===== src/rtl/bus_arbiter_2to1.sv =====
// Two-requester round-robin arbiter with a burst limit and a registered output stage.
// Requesters hand over beats with Req/Ack; the consumer takes Out_Data with Out_Valid/Out_Ready.
//
//   state | meaning
//   ------+-----------------------------------------------
//   IDLE  | channel free, no owner
//   OWN0  | requester 0 owns the channel (Sel=0)
//   OWN1  | requester 1 owns the channel (Sel=1)
module bus_arbiter_2to1 #(
    parameter int WIDTH     = 32,
    parameter int MAX_BURST = 4
) (
    input  logic             clk,
    input  logic             reset,
    input  logic             Req0,
    input  logic [WIDTH-1:0] Data0,
    output logic             Ack0,
    input  logic             Req1,
    input  logic [WIDTH-1:0] Data1,
    output logic             Ack1,
    output logic             Sel,
    output logic [WIDTH-1:0] Out_Data,
    output logic             Out_Valid,
    input  logic             Out_Ready,
    output logic             Busy
);

    localparam int CW = (MAX_BURST > 1) ? $clog2(MAX_BURST) : 1;
    localparam logic [CW-1:0] CNT_MAX = CW'(MAX_BURST - 1);

    typedef enum logic [1:0] {
        IDLE = 2'd0,
        OWN0 = 2'd1,
        OWN1 = 2'd2
    } state_t;

    state_t           r_state;
    state_t           w_state_nxt;
    logic             r_last;
    logic             w_last_nxt;
    logic [CW-1:0]    r_cnt;
    logic [CW-1:0]    w_cnt_nxt;
    logic [WIDTH-1:0] r_out_data;
    logic             r_out_valid;
    logic             w_can_load;
    logic             w_ack0;
    logic             w_ack1;
    logic             w_ack;
    logic [WIDTH-1:0] w_mux_data;

    // Outputs are forced inactive while reset is held, whatever the state register holds.
    assign w_can_load = !r_out_valid || Out_Ready;
    assign w_ack0     = !reset && (r_state == OWN0) && Req0 && w_can_load;
    assign w_ack1     = !reset && (r_state == OWN1) && Req1 && w_can_load;
    assign w_ack      = w_ack0 || w_ack1;
    assign w_mux_data = (r_state == OWN1) ? Data1 : Data0;

    assign Ack0      = w_ack0;
    assign Ack1      = w_ack1;
    assign Sel       = !reset && (r_state == OWN1);
    assign Busy      = !reset && (r_state != IDLE);
    assign Out_Data  = r_out_data;
    assign Out_Valid = r_out_valid;

    always_ff @(posedge clk) begin
        if (reset) begin
            r_state     <= IDLE;
            r_last      <= 1'b1;
            r_cnt       <= '0;
            r_out_data  <= '0;
            r_out_valid <= 1'b0;
        end else begin
            r_state <= w_state_nxt;
            r_last  <= w_last_nxt;
            r_cnt   <= w_cnt_nxt;
            if (w_ack) begin
                r_out_data  <= w_mux_data;
                r_out_valid <= 1'b1;
            end else if (Out_Ready) begin
                r_out_valid <= 1'b0;
            end
        end
    end

    always_comb begin
        w_state_nxt = r_state;
        w_last_nxt  = r_last;
        w_cnt_nxt   = r_cnt;
        case (r_state)
            IDLE: begin
                if (Req0 || Req1) begin
                    w_cnt_nxt = '0;
                    // On a tie the requester that did not own the channel last wins.
                    if (Req0 && (!Req1 || r_last)) begin
                        w_state_nxt = OWN0;
                        w_last_nxt  = 1'b0;
                    end else begin
                        w_state_nxt = OWN1;
                        w_last_nxt  = 1'b1;
                    end
                end
            end
            OWN0: begin
                if (!Req0) begin
                    w_cnt_nxt = '0;
                    if (Req1) begin
                        w_state_nxt = OWN1;
                        w_last_nxt  = 1'b1;
                    end else begin
                        w_state_nxt = IDLE;
                    end
                end else if (w_ack0) begin
                    if (r_cnt == CNT_MAX) begin
                        w_cnt_nxt = '0;
                        if (Req1) begin
                            w_state_nxt = OWN1;
                            w_last_nxt  = 1'b1;
                        end
                    end else begin
                        w_cnt_nxt = r_cnt + CW'(1);
                    end
                end
            end
            OWN1: begin
                if (!Req1) begin
                    w_cnt_nxt = '0;
                    if (Req0) begin
                        w_state_nxt = OWN0;
                        w_last_nxt  = 1'b0;
                    end else begin
                        w_state_nxt = IDLE;
                    end
                end else if (w_ack1) begin
                    if (r_cnt == CNT_MAX) begin
                        w_cnt_nxt = '0;
                        if (Req0) begin
                            w_state_nxt = OWN0;
                            w_last_nxt  = 1'b0;
                        end
                    end else begin
                        w_cnt_nxt = r_cnt + CW'(1);
                    end
                end
            end
            default: begin
                w_state_nxt = IDLE;
            end
        endcase
    end

endmodule


===== config.mk =====
export PLATFORM = sky130hd
export DESIGN_NAME = bus_arbiter_2to1
export DESIGN_NICKNAME = d
export VERILOG_FILES = /design/src/rtl/bus_arbiter_2to1.sv
export SDC_FILE = /design/constraint.sdc
export NUM_CORES = 1
export LEC_CHECK = 0
export ABC_AREA = 1
export BUFFER_PORTS_ARGS = -buffer_cell sky130_fd_sc_hd__buf_2
export CELL_PAD_IN_SITES_DETAIL_PLACEMENT = 1
export CELL_PAD_IN_SITES_GLOBAL_PLACEMENT = 1
export CORE_UTILIZATION = 29
export DETAILED_ROUTE_END_ITERATION = 8
export GPL_TIMING_DRIVEN = 0
export HOLD_SLACK_MARGIN = 0.1
export PLACE_DENSITY_LB_ADDON = 0.1
export SKIP_LAST_GASP = 1
export SLEW_MARGIN = 0
export SYNTH_ARGS = -nofsm -noshare
export SYNTH_HDL_FRONTEND = slang
export SYNTH_SLANG_ARGS = --single-unit

===== constraint.sdc =====
create_clock -name clk -period 2.3 [get_ports clk]
set_clock_uncertainty 0.2 [all_clocks]
set_input_delay 0 -clock clk [delete_from_list [all_inputs] [get_ports clk]]
set_output_delay 0 -clock clk [all_outputs]
set_load 0.1 [all_outputs]

# Word-level counts from Yosys, hierarchy flattened
# Index checks and enable logic that the tools add are counted.
[totals]
out_inout_bits = 37
reg_bits = 38
word_cells = 72
input_bits = 69
[op_classes]
eq_ne = 10
addsub = 1
n_reduce_logical = 22
muxes = 34
[ops]
columns = ["op", "count"]
rows = [
  ["$mux 2", 17],
  ["$mux 32", 1],
  ["$mux 1", 13],
  ["$ne 3x3->1 const B", 4],
  ["$pmux 2 s3", 2],
  ["$logic_and 1x1->1", 8],
  ["$reduce_and 7->1", 1],
  ["$ne 3x2->1 const B", 2],
  ["$reduce_and 6->1", 1],
  ["$eq 2x2->1 const B", 2],
  ["$logic_or 1x1->1", 4],
  ["$reduce_and 4->1", 1],
  ["$reduce_bool 2->1", 2],
  ["$logic_not 1->1", 3],
  ["$pmux 1 s3", 1],
  ["$reduce_bool 3->1", 1],
  ["$add 2x1->2 const B", 1],
  ["$eq 2x1->1 const B", 1],
  ["$logic_not 2->1", 1],
  ["$ne 2x2->1 const B", 1],
]

# Depth between registers and ports, before layout
# Gate-level depths: netlist of run 1.
[depth]
ltp_word = 7
ltp_mapped = 11
ltp_nobuf = 10

# Worst setup path before layout of run 1
# OpenSTA, ideal clock, no wires.
[synth_path]
path_type = "register -> output"
start = "register r_state[0]"
end = "output Sel"
t_required_ps = 2100
n_path_buf = 2
arrival_time_ps = 2155
path_slack_ps = -55
stages_incl_launch_ff = 7
cell_sequence = "dfxtp_1 -> inv_1 -> ha_1 -> buf_6 -> inv_1 -> buf_2 -> nor2_1"
[synth_via]
elab_chain_cells = 2
[synth_rtl]
columns = ["element", "line", "text"]
rows = [
  ["start, declared", "37", "state_t r_state;"],
  ["start signal, assigned", "73", "r_state <= w_state_nxt;"],
  ["$eq 2x2->1", "60", "assign Sel = !reset && (r_state == OWN1);"],
  ["$logic_and 1x1->1", "60", ""],
  ["end, declared", "21", "output logic Sel,"],
]
# Every way passes these cells.

# Final worst setup path of run 1
[layout_path]
start = "register r_state[0]"
end = "register r_out_data[12], in the netlist Out_Data[12]"
[layout_via]
elab_chain_cells = 5
elab_cells_between_ends = 10
cone_classes = "2 x eq/ne; 1 x mux; 7 x reduce/logical"
[layout_rtl]
columns = ["element", "line", "text"]
rows = [
  ["$eq 2x1->1 or $eq 2x2->1 (tied branches)", "53, 54, 56", ""],
  ["$logic_and 1x1->1 (on tied branches) (3 in series)", "53, 54", ""],
  ["$logic_or 1x1->1", "55", "assign w_ack = w_ack0 || w_ack1;"],
  ["end signal, assigned", "77", "r_out_data <= w_mux_data;"],
  ["end, declared", "43", "logic [WIDTH-1:0] r_out_data;"],
]
# Parallel ways exist; a longest one is shown, timed or not.
# A chain may end at the register's enable or synchronous reset.

==> results of run 1 <==
[worst paths after layout]
kind / startpoint / end / slack [ns] / depth (start not counted)
worst max-delay path: r_state[0]$_SDFFE_PP0P_ / Out_Data[12]$_SDFFE_PP0P_ / 0.12 / 9
worst min register to register: Out_Data[27]$_SDFFE_PP0P_ / Out_Data[27]$_SDFFE_PP0P_ / 0.28 / 2
worst min-delay path: reset / Out_Valid$_SDFFE_PP0P_ / 0.26 / 3
worst max register to register: r_state[0]$_SDFFE_PP0P_ / Out_Data[12]$_SDFFE_PP0P_ / 0.12 / 9
[Yosys cell counts]
| cell | instances |
|---|---|
| nand2_1 | 120 |
| nor2_1 | 73 |
| dfxtp_1 | 38 |
| o21ai_0 | 35 |
| inv_1 | 15 |
| buf_2 | 7 |
| nand3_1 | 7 |
| clkbuf_1 | 5 |
| ha_1 | 5 |
| a21oi_1 | 4 |
| inv_2 | 4 |
| nand2_2 | 4 |
| buf_4 | 3 |
| nand4_1 | 2 |
| a31oi_1 | 1 |
| buf_6 | 1 |
| clkbuf_2 | 1 |
| nor2_2 | 1 |
| o211ai_1 | 1 |
| o21ai_4 | 1 |
[power by group through the flow]
stage / clock network [mW] / logic, mW / registers, mW
final: 0.555 / 2.41 / 0.891
after global placement: 0 / 2.23 / 0.897
after CTS: 0.577 / 2.40 / 0.890
after detailed placement: 0 / 2.26 / 0.905
after floorplan: 0 / 1.02 / 1.68
after global routing: 0.605 / 2.62 / 0.908
[cells by family after synthesis]
family | Yosys count | share of synthesized area
adder cells (fa/ha/maj) | 5 | 0.03104
flip-flops | 38 | 0.3774
AO/OA/AOI/OAI | 42 | 0.1117
AND/OR/NAND/NOR | 207 | 0.3985
buffers and inverters | 36 | 0.08131
[sequential cells by signal, indices dropped and copies added (netlist names)]
register   flops
r_cnt          2
r_state        2
r_last         1
Out_Data      32
Out_Valid      1
[per-layer routing]
metal  up-vias  routed length (um)  track usage
li1       1371                   -            -
met1      1227                3143       0.2263
met2        82                3981       0.4172
met3        14                 404      0.05253
met4         0                 159      0.06970
met5         -                   0            0
[stage by stage]
stage / hold WS (ns) / util
floorplan: -0.1309 / -
global placement: 0.01617 / 0.3913
detailed placement: 0.02140 / 0.3913
CTS: 0.2326 / 0.5093
global route: 0.2716 / 0.5094
finish: 0.2598 / 0.5094
[final cells by class]
type | count | area share
timing repair buffer | 174 | 0.3533
buffer | 17 | 0.02690
clock buffer | 7 | 0.02217
multi-input combinational | 254 | 0.3177
tap | 80 | 0.02908
sequential | 38 | 0.2214
clock inverter | 1 | 0.008724
inverter | 19 | 0.02072
[timing repair]
action	CTS	global route
gates resized for setup	0	2
hold buffers	69	0
setup endpoints to repair	0	3
endpoints found under the hold margin	37	0
[worst register-to-register path, stage by stage, from the launching register on]
cell and delay (ns):
dfxtp_2 0.36, inv_1 0.06, ha_1 0.20, buf_6 0.14, buf_2 0.19, nand2_1 0.08, nand2_1 0.04, dlygate4sd3_1 0.55
o21ai_0 0.20, nor2_1 0.06
==> impl_metrics.tcl, run 1 <==
set metrics [dict create \
    synth_cell_types 20 \
    endpoint_kind "register" \
    syn_area_um2 2016 \
    drt_first_pass_iters 4 \
    clockRootBuffer "clkbuf_8" \
    crit_fanout 10 \
    p_seq_frac 0.231 \
    vias_per_cell 4.566 \
    holdCritPathClass "in -> reg" \
    initial_core_util 0.2983 \
    final_layout_size_suffix_gt1_frac 0.2647 \
    track_usage 0.2152 \
    placed_area_um2 2644 \
    clk_latency_ns 0.29 \
    avgSynthCellArea_um2 6.145 \
    rsz0062_at_grt "no" \
    postRouteWirelength_um 7688 \
    die_x_um 85.37 \
    dp_hpwl_um 4785 \
    power_leakage_nw 1.844 \
    period_minus_slack_ns 2.182 \
    syn_inst 328 \
    worstSetupPathType "reg -> reg" \
    internal_power_mw 1.760 \
    cts_buffers 5 \
    clock-sinks 38 \
    routedWlPerCell_um 13.03 \
    grt_pass1_vias 2722 \
    grt_max_degree 12 \
    io_buffer_count 105 \
    p_total_mw 3.851 \
    yosysTopAreaCell "dfxtp_1" \
    cts_buffer_depth 2 \
    finalSetupViolations 0 \
    timing.final.ws_setup_ns 0.1175 \
    cp_common_cell "nand2_1" \
    gr-total-overflow 0 \
    power_density_nw_per_um2 1119 \
    crit_chain "inv_1 -> ha_1 -> buf_6 -> buf_2 -> nand2_1 -> nand2_1 -> dlygate4sd3_1 -> o21ai_0 -> nor2_1" \
    p_comb_frac 0.625 \
    critical_path.max_stage_delay_ns 0.55 \
    post-route-period-util 0.9489 \
    io_pins 106 \
    tightestPinTransition_ns 0.4997 \
    clkTransAtPathRegs_ns 0.08 \
    place_inst 513 \
    synth_area_leaders "dfxtp_1 (38%), nand2_1 (22%), nor2_1 (14%)" \
    switching_share 0.5431 \
    syn2layout_area_growth_pct 70.76 \
    finalSetupTns_ns 0 \
    synth_top_area_frac 0.3774 \
    post_cts_buffers 0 \
    ys_seq_area_frac 0.3774 \
    syn_nets 402 \
    final_common_cell "nand2_1" \
    fillCellCount 924 \
    maxSlewHeadroom 0.6668 \
    final_cell_mix "nand2_1 (120), buf_2 (112), nor2_1 (72), dlygate4sd3_1 (69), dfxtp_1 (37)" \
    crit_family "buffers and inverters" \
    synth-seq-cells 38 \
    dp_slack_ns 0.3805 \
    final_cells 590 \
    htree_levels 2 \
    status "completed" \
    drcViolationCount 0 \
    max-cap-violations 0 \
    maxSlewViolCount 0 \
    drtIter0Drc 83 \
    coreArea_um2 6756 \
    cts_tree "done" \
    rows 30 \
    layout.nets 583 \
    p_sw_mw 2.091 \
    postRouteAntennaNets 0 \
    yosys_warnings 0 \
    fmaxAchievable_ghz 0.4582 \
    start_kind "register" \
    crit_slowest_cell "dlygate4sd3_1" \
    stdcell_area_um2 3442 \
    worstPathArrival_ns 2.16 \
    n_antenna_cell 0 \
    clock_power_share 0.144 \
    place_congestion 0.7906 \
    multi_input_area_um2 1094 \
    peakVddDrop_mv 0.6605 \
    seq_area_um2 762.0 \
    vias 2694 \
    cp_data_required_time_ns 2.28 \
    hold_viol 0 \
    grt_pass1_wl_um 12250 \
    path_buf_inv 4 \
    antenna_found_initial 0 \
    die_h_um 85.37 \
    die_area_um2 7288 \
]
No activity file was read; power rests on OpenSTA's default activity.
==> inputs of run 2 (changes only) <==
Settings changed: CORE_MARGIN set to 2, PLACE_DENSITY set to 0.8, PLACE_DENSITY_LB_ADDON 0.1 to unset.
==> run 2 against run 1 <==
Die area increased by 4.7%; worst hold slack improved by 0.012 ns; power increased by 0.43%; non-clock buffer count unchanged.
==> impl_metrics.tcl, run 2 (synthesized netlist as in run 1, its figures left out) <==
set metrics [dict create \
    status "completed" \
    postRouteAntennaNets 0 \
    final_layout_size_suffix_gt1_frac 0.2647 \
    cts_tree "done" \
    power_density_nw_per_um2 1124 \
    fmaxAchievable_ghz 0.4616 \
    syn2layout_area_growth_pct 70.76 \
    place_congestion 0.7569 \
    postRouteWirelength_um 8105 \
    drcViolationCount 0 \
    max-cap-violations 0 \
    maxSlewViolCount 0 \
    drtIter0Drc 50 \
    power_leakage_nw 1.846 \
    clkTransAtPathRegs_ns 0.08 \
    rows 30 \
    dp_slack_ns 0.3964 \
    dp_hpwl_um 5043 \
    clock-sinks 38 \
    vias 2710 \
    routedWlPerCell_um 13.74 \
    clk_latency_ns 0.29 \
    holdWs_ns 0.2720 \
    final_cells 590 \
    antenna_found_initial 0 \
    finalSetupViolations 0 \
    initial_core_util 0.2983 \
    tightestPinTransition_ns 0.5358 \
    crit_chain "inv_1 -> ha_1 -> buf_6 -> buf_2 -> nand2_1 -> nand2_1 -> dlygate4sd3_1 -> o21ai_0 -> nor2_1" \
    io_buffer_count 105 \
    reg2reg_slack_ns 0.13 \
    cp_data_required_time_ns 2.27 \
    final_cell_mix "nand2_1 (120), buf_2 (112), nor2_1 (72), dlygate4sd3_1 (69), dfxtp_1 (37)" \
    crit_slowest_cell "dlygate4sd3_1" \
    maxSlewHeadroom 0.6428 \
    holdCritPathClass "in -> reg" \
    worstPathArrival_ns 2.14 \
    grt_pass1_vias 2909 \
    die_h_um 87.37 \
    rsz0062_at_grt "no" \
    route.met3.wl_um 297 \
    final_common_cell "nand2_1" \
    io_pins 106 \
    period_minus_slack_ns 2.166 \
    n_antenna_cell 0 \
    critical_path.max_stage_delay_ns 0.54 \
    cts_buffer_depth 2 \
    timing.final.ws_setup_ns 0.1337 \
    place_inst 513 \
    gr-total-overflow 0 \
    post-route-period-util 0.9419 \
    grt_max_degree 12 \
    crit_family "buffers and inverters" \
    layout.nets 583 \
    path_buf_inv 4 \
    worstSetupPathType "reg -> reg" \
    track_usage 0.2129 \
    die_x_um 87.37 \
    top_layer "met4" \
    start_kind "register" \
    hold_viol 0 \
    drt_first_pass_iters 4 \
    coreArea_um2 6756 \
    met2WireLength_um 4432 \
    htree_levels 2 \
    endpoint_kind "register" \
    peakVddDrop_mv 0.5933 \
    cp_common_cell "nand2_1" \
    grt_pass1_wl_um 12930 \
    vias_per_cell 4.593 \
    die_area_um2 7634 \
    cts_buffers 5 \
    clockRootBuffer "clkbuf_8" \
    wl_met1_um 3233 \
    crit_fanout 10 \
    largest_reg_flops 32 \
    finalSetupTns_ns 0 \
]
==> run 2: where the power goes <==
group | leakage, nW | total [mW] | internal [mW] | switching [mW]
sequential | 0.310 | 0.895 | 0.808 | 0.0873
clock | 0.0524 | 0.557 | 0.325 | 0.232
combinational | 1.48 | 2.42 | 0.635 | 1.78
==> run 2: path summary, 6_finish.rpt <==
check / from / end / depth (start not counted)
worst max-delay path: r_state[0]$_SDFFE_PP0P_ / Out_Data[12]$_SDFFE_PP0P_ / 9
worst min register to register: Out_Data[20]$_SDFFE_PP0P_ / Out_Data[20]$_SDFFE_PP0P_ / 2
worst max register to register: r_state[0]$_SDFFE_PP0P_ / Out_Data[12]$_SDFFE_PP0P_ / 9
worst min-delay path: reset / Out_Valid$_SDFFE_PP0P_ / 3
==> run 2: worst reg2reg max path, stage by stage (launching register included) <==
cell           delay [ns]
dfxtp_2              0.36
inv_1                0.07
ha_1                 0.20
buf_6                0.14
buf_2                0.19
nand2_1              0.08
nand2_1              0.05
dlygate4sd3_1        0.54
o21ai_0              0.17
nor2_1               0.06
==> run 2: timing repair <==
| action | CTS | global route |
|---|---|---|
| endpoints found under the hold margin | 37 | 0 |
| resized for setup | 0 | 2 |
| hold buffers | 69 | 0 |
| setup buffers | 0 | 0 |
| endpoints found under the setup margin | 0 | 2 |
==> run 2: layer usage <==
| layer | vias to the layer above | GRT usage |
|---|---|---|
| li1 | 1370 | - |
| met1 | 1256 | 0.2292 |
| met2 | 70 | 0.4187 |
| met3 | 14 | 0.03697 |
| met4 | 0 | 0.05734 |
| met5 | - | 0 |
==> run 2: layout make-up <==
type / count / area (um^2)
repair buffers: 174 / 1216
inverters: 19 / 71.32
clock buffers: 7 / 76.32
plain buffers: 17 / 92.59
well taps: 80 / 100.1
clock inverters: 1 / 30.03
multi-input cells: 254 / 1094
fillers: 913 / 3314
flip-flops and latches: 38 / 762.0
==> run 2: per-stage QoR <==
| stage | cell area (um^2) | util | total power, mW |
|---|---|---|---|
| global placement | 2644 | 0.3913 | 3.121 |
| finish | 3442 | 0.5094 | 3.868 |
| detailed placement | 2644 | 0.3913 | 3.175 |
| CTS | 3441 | 0.5093 | 3.875 |
| floorplan | 2018 | - | 2.702 |
| global route | 3442 | 0.5094 | 4.150 |
==> inputs of run 3 (changes only) <==
--- a/config.mk
+++ b/config.mk
@@ -17,2 +17,3 @@
 export PLACE_DENSITY = 0.8
+export SETUP_SLACK_MARGIN = 0.2
 export SKIP_LAST_GASP = 1
==> constraint.sdc (replaced) <==
create_clock -name clk -period 2.3 [get_ports clk]
set_clock_uncertainty 0.2 [all_clocks]
set_input_delay 0.23 -clock clk [delete_from_list [all_inputs] [get_ports clk]]
set_output_delay 0.23 -clock clk [all_outputs]
set_load 0.1 [all_outputs]
==> run 3 against run 2 <==
Non-clock buffer count fell by 61; register-to-register slack improved by 0.23 ns; critical path type is now reg -> out; critical endpoint is now Sel; sequential cell count did not move; critical path depth down 2; count of clock-buffer cells in the layout did not move; via count decreased by 11%; sequential power down 0.6%; global-route usage is 4.1 points lower; combinational power down 4%.
==> impl_metrics.tcl, run 3 (synthesized netlist as in run 1, its figures left out) <==
set metrics [dict create \
    endpoint_kind "primary output" \
    reg2reg_slack_ns 0.36 \
    n_antenna_cell 0 \
    crit_chain "inv_1 -> ha_1 -> buf_6 -> clkinvlp_4 -> buf_6 -> nor2_2 -> buf_12" \
    status "completed" \
    period_minus_slack_ns 2.071 \
    post-route-period-util 0.9002 \
    tightestPinTransition_ns 0.5108 \
    fmaxAchievable_ghz 0.4830 \
    cp_data_required_time_ns 1.87 \
    power_density_nw_per_um2 1317 \
    vias_per_cell 4.537 \
    layout.nets 522 \
    cts_tree "done" \
    maxSlewViolCount 0 \
    clockRootBuffer "clkbuf_8" \
    critical_path.max_stage_delay_ns 0.34 \
    largest_reg_flops 32 \
    maxSlewHeadroom 0.6618 \
    hold_viol 0 \
    crit_fanout 10 \
    worstSetupPathType "reg -> out" \
    clock-sinks 38 \
    max-cap-violations 0 \
    drt_first_pass_iters 4 \
    final_cells 529 \
    postRouteWirelength_um 6665 \
    finalSetupViolations 0 \
    rows 30 \
    power_leakage_nw 1.595 \
    dp_hpwl_um 5106 \
    die_x_um 87.37 \
    stdcell_area_um2 2863 \
    gr-total-overflow 0 \
    antenna_found_initial 0 \
    start_kind "register" \
    clk_latency_ns 0.28 \
    peakVddDrop_mv 0.5398 \
    syn2layout_area_growth_pct 42.02 \
    finalSetupTns_ns 0 \
    die_h_um 87.37 \
    cts_buffer_depth 2 \
    finish.utilization 0.4237 \
    io_pins 106 \
    io_buffer_count 105 \
    coreArea_um2 6756 \
    grt_max_degree 12 \
    drcViolationCount 0 \
    final_cell_mix "nand2_1 (120), buf_2 (108), nor2_1 (71), dfxtp_1 (37), o21ai_0 (35)" \
    crit_family "buffers and inverters" \
    final_layout_size_suffix_gt1_frac 0.3096 \
    die_area_um2 7634 \
    placed_area_um2 2648 \
    htree_levels 2 \
    vias 2400 \
    postRouteAntennaNets 0 \
    place_inst 513 \
    track_usage 0.1720 \
    clkTransAtPathRegs_ns 0.07 \
    routedWlPerCell_um 12.60 \
    drtIter0Drc 39 \
    final_common_cell "nand2_1" \
    initial_core_util 0.2983 \
    grt_pass1_wl_um 10430 \
    holdCritPathClass "in -> reg" \
    p_total_mw 3.769 \
    cts_buffers 5 \
    worstPathArrival_ns 1.64 \
    place_congestion 0.7232 \
    grt_pass1_vias 2308 \
    rsz0062_at_grt "yes" \
    path_buf_inv 5 \
    crit_slowest_cell "dfxtp_1" \
    cp_common_cell "buf_6" \
]
-- run 3: cell count changes in the layout (fill, tap and decap cells not counted), moves of 2 or more --
cell           change
buf_2              -4
buf_6              +2
dlygate4sd3_1     -63
buf_4              +2
-- run 3: power by group --
group / internal [mW] / switching, mW
combinational: 0.578 / 1.75
clock: 0.325 / 0.227
sequential: 0.807 / 0.0829
total: 1.71 / 2.06
-- run 3: worst register-to-register path, stage by stage (launching register included) --
cell,delay [ns]
dfxtp_1,0.37
inv_1,0.08
ha_1,0.21
buf_6,0.15
nand2_2,0.08
inv_2,0.05
o21ai_4,0.22
inv_2,0.11
buf_4,0.19
nor2_1,0.12
nor2_1,0.06
-- run 3: stage by stage --
stage	hold slack, ns	setup slack (ns)
finish	0.1009	0.2295
global route	0.1192	0.1328
floorplan	0.09165	0.1815
detailed placement	0.2530	0.2934
global placement	0.2494	0.3383
CTS	0.1020	0.1425
-- run 3: repair_timing --
action / in CTS / in global routing
endpoints found under the setup margin: 2 / 3
resized for setup: 4 / 6
buffers inserted: 0 / 2
hold buffers: 6 / 0
endpoints found under the hold margin: 5 / 0
-- run 3: final timing paths --
| check | start | cells after the start | to |
|---|---|---|---|
| max reg2reg | r_state[0]$_SDFFE_PP0P_ | 10 | Out_Data[31]$_SDFFE_PP0P_ |
| min reg2reg | Out_Data[17]$_SDFFE_PP0P_ | 2 | Out_Data[17]$_SDFFE_PP0P_ |
| max | r_state[0]$_SDFFE_PP0P_ | 7 | Sel |
| min | Data0[24] | 5 | Out_Data[24]$_SDFFE_PP0P_ |
-- run 3: metal layers --
layer / up-vias / routed length [um] / track usage
li1: 1249 / - / -
met1: 1069 / 2814 / 0.1955
met2: 76 / 3382 / 0.3258
met3: 6 / 422 / 0.03791
met4: 0 / 46 / 0.03497
met5: - / 0 / 0
-- run 3: final cells by class --
| cell class | instances | area, um^2 |
|---|---|---|
| inverter | 19 | 75.07 |
| tap | 80 | 100.1 |
| multi-input combinational | 254 | 1096 |
| buffer | 17 | 98.84 |
| clock inverter | 1 | 30.03 |
| fill | 952 | 3894 |
| clock buffer | 7 | 76.32 |
| sequential | 38 | 762.0 |
| timing repair buffer | 113 | 624.3 |
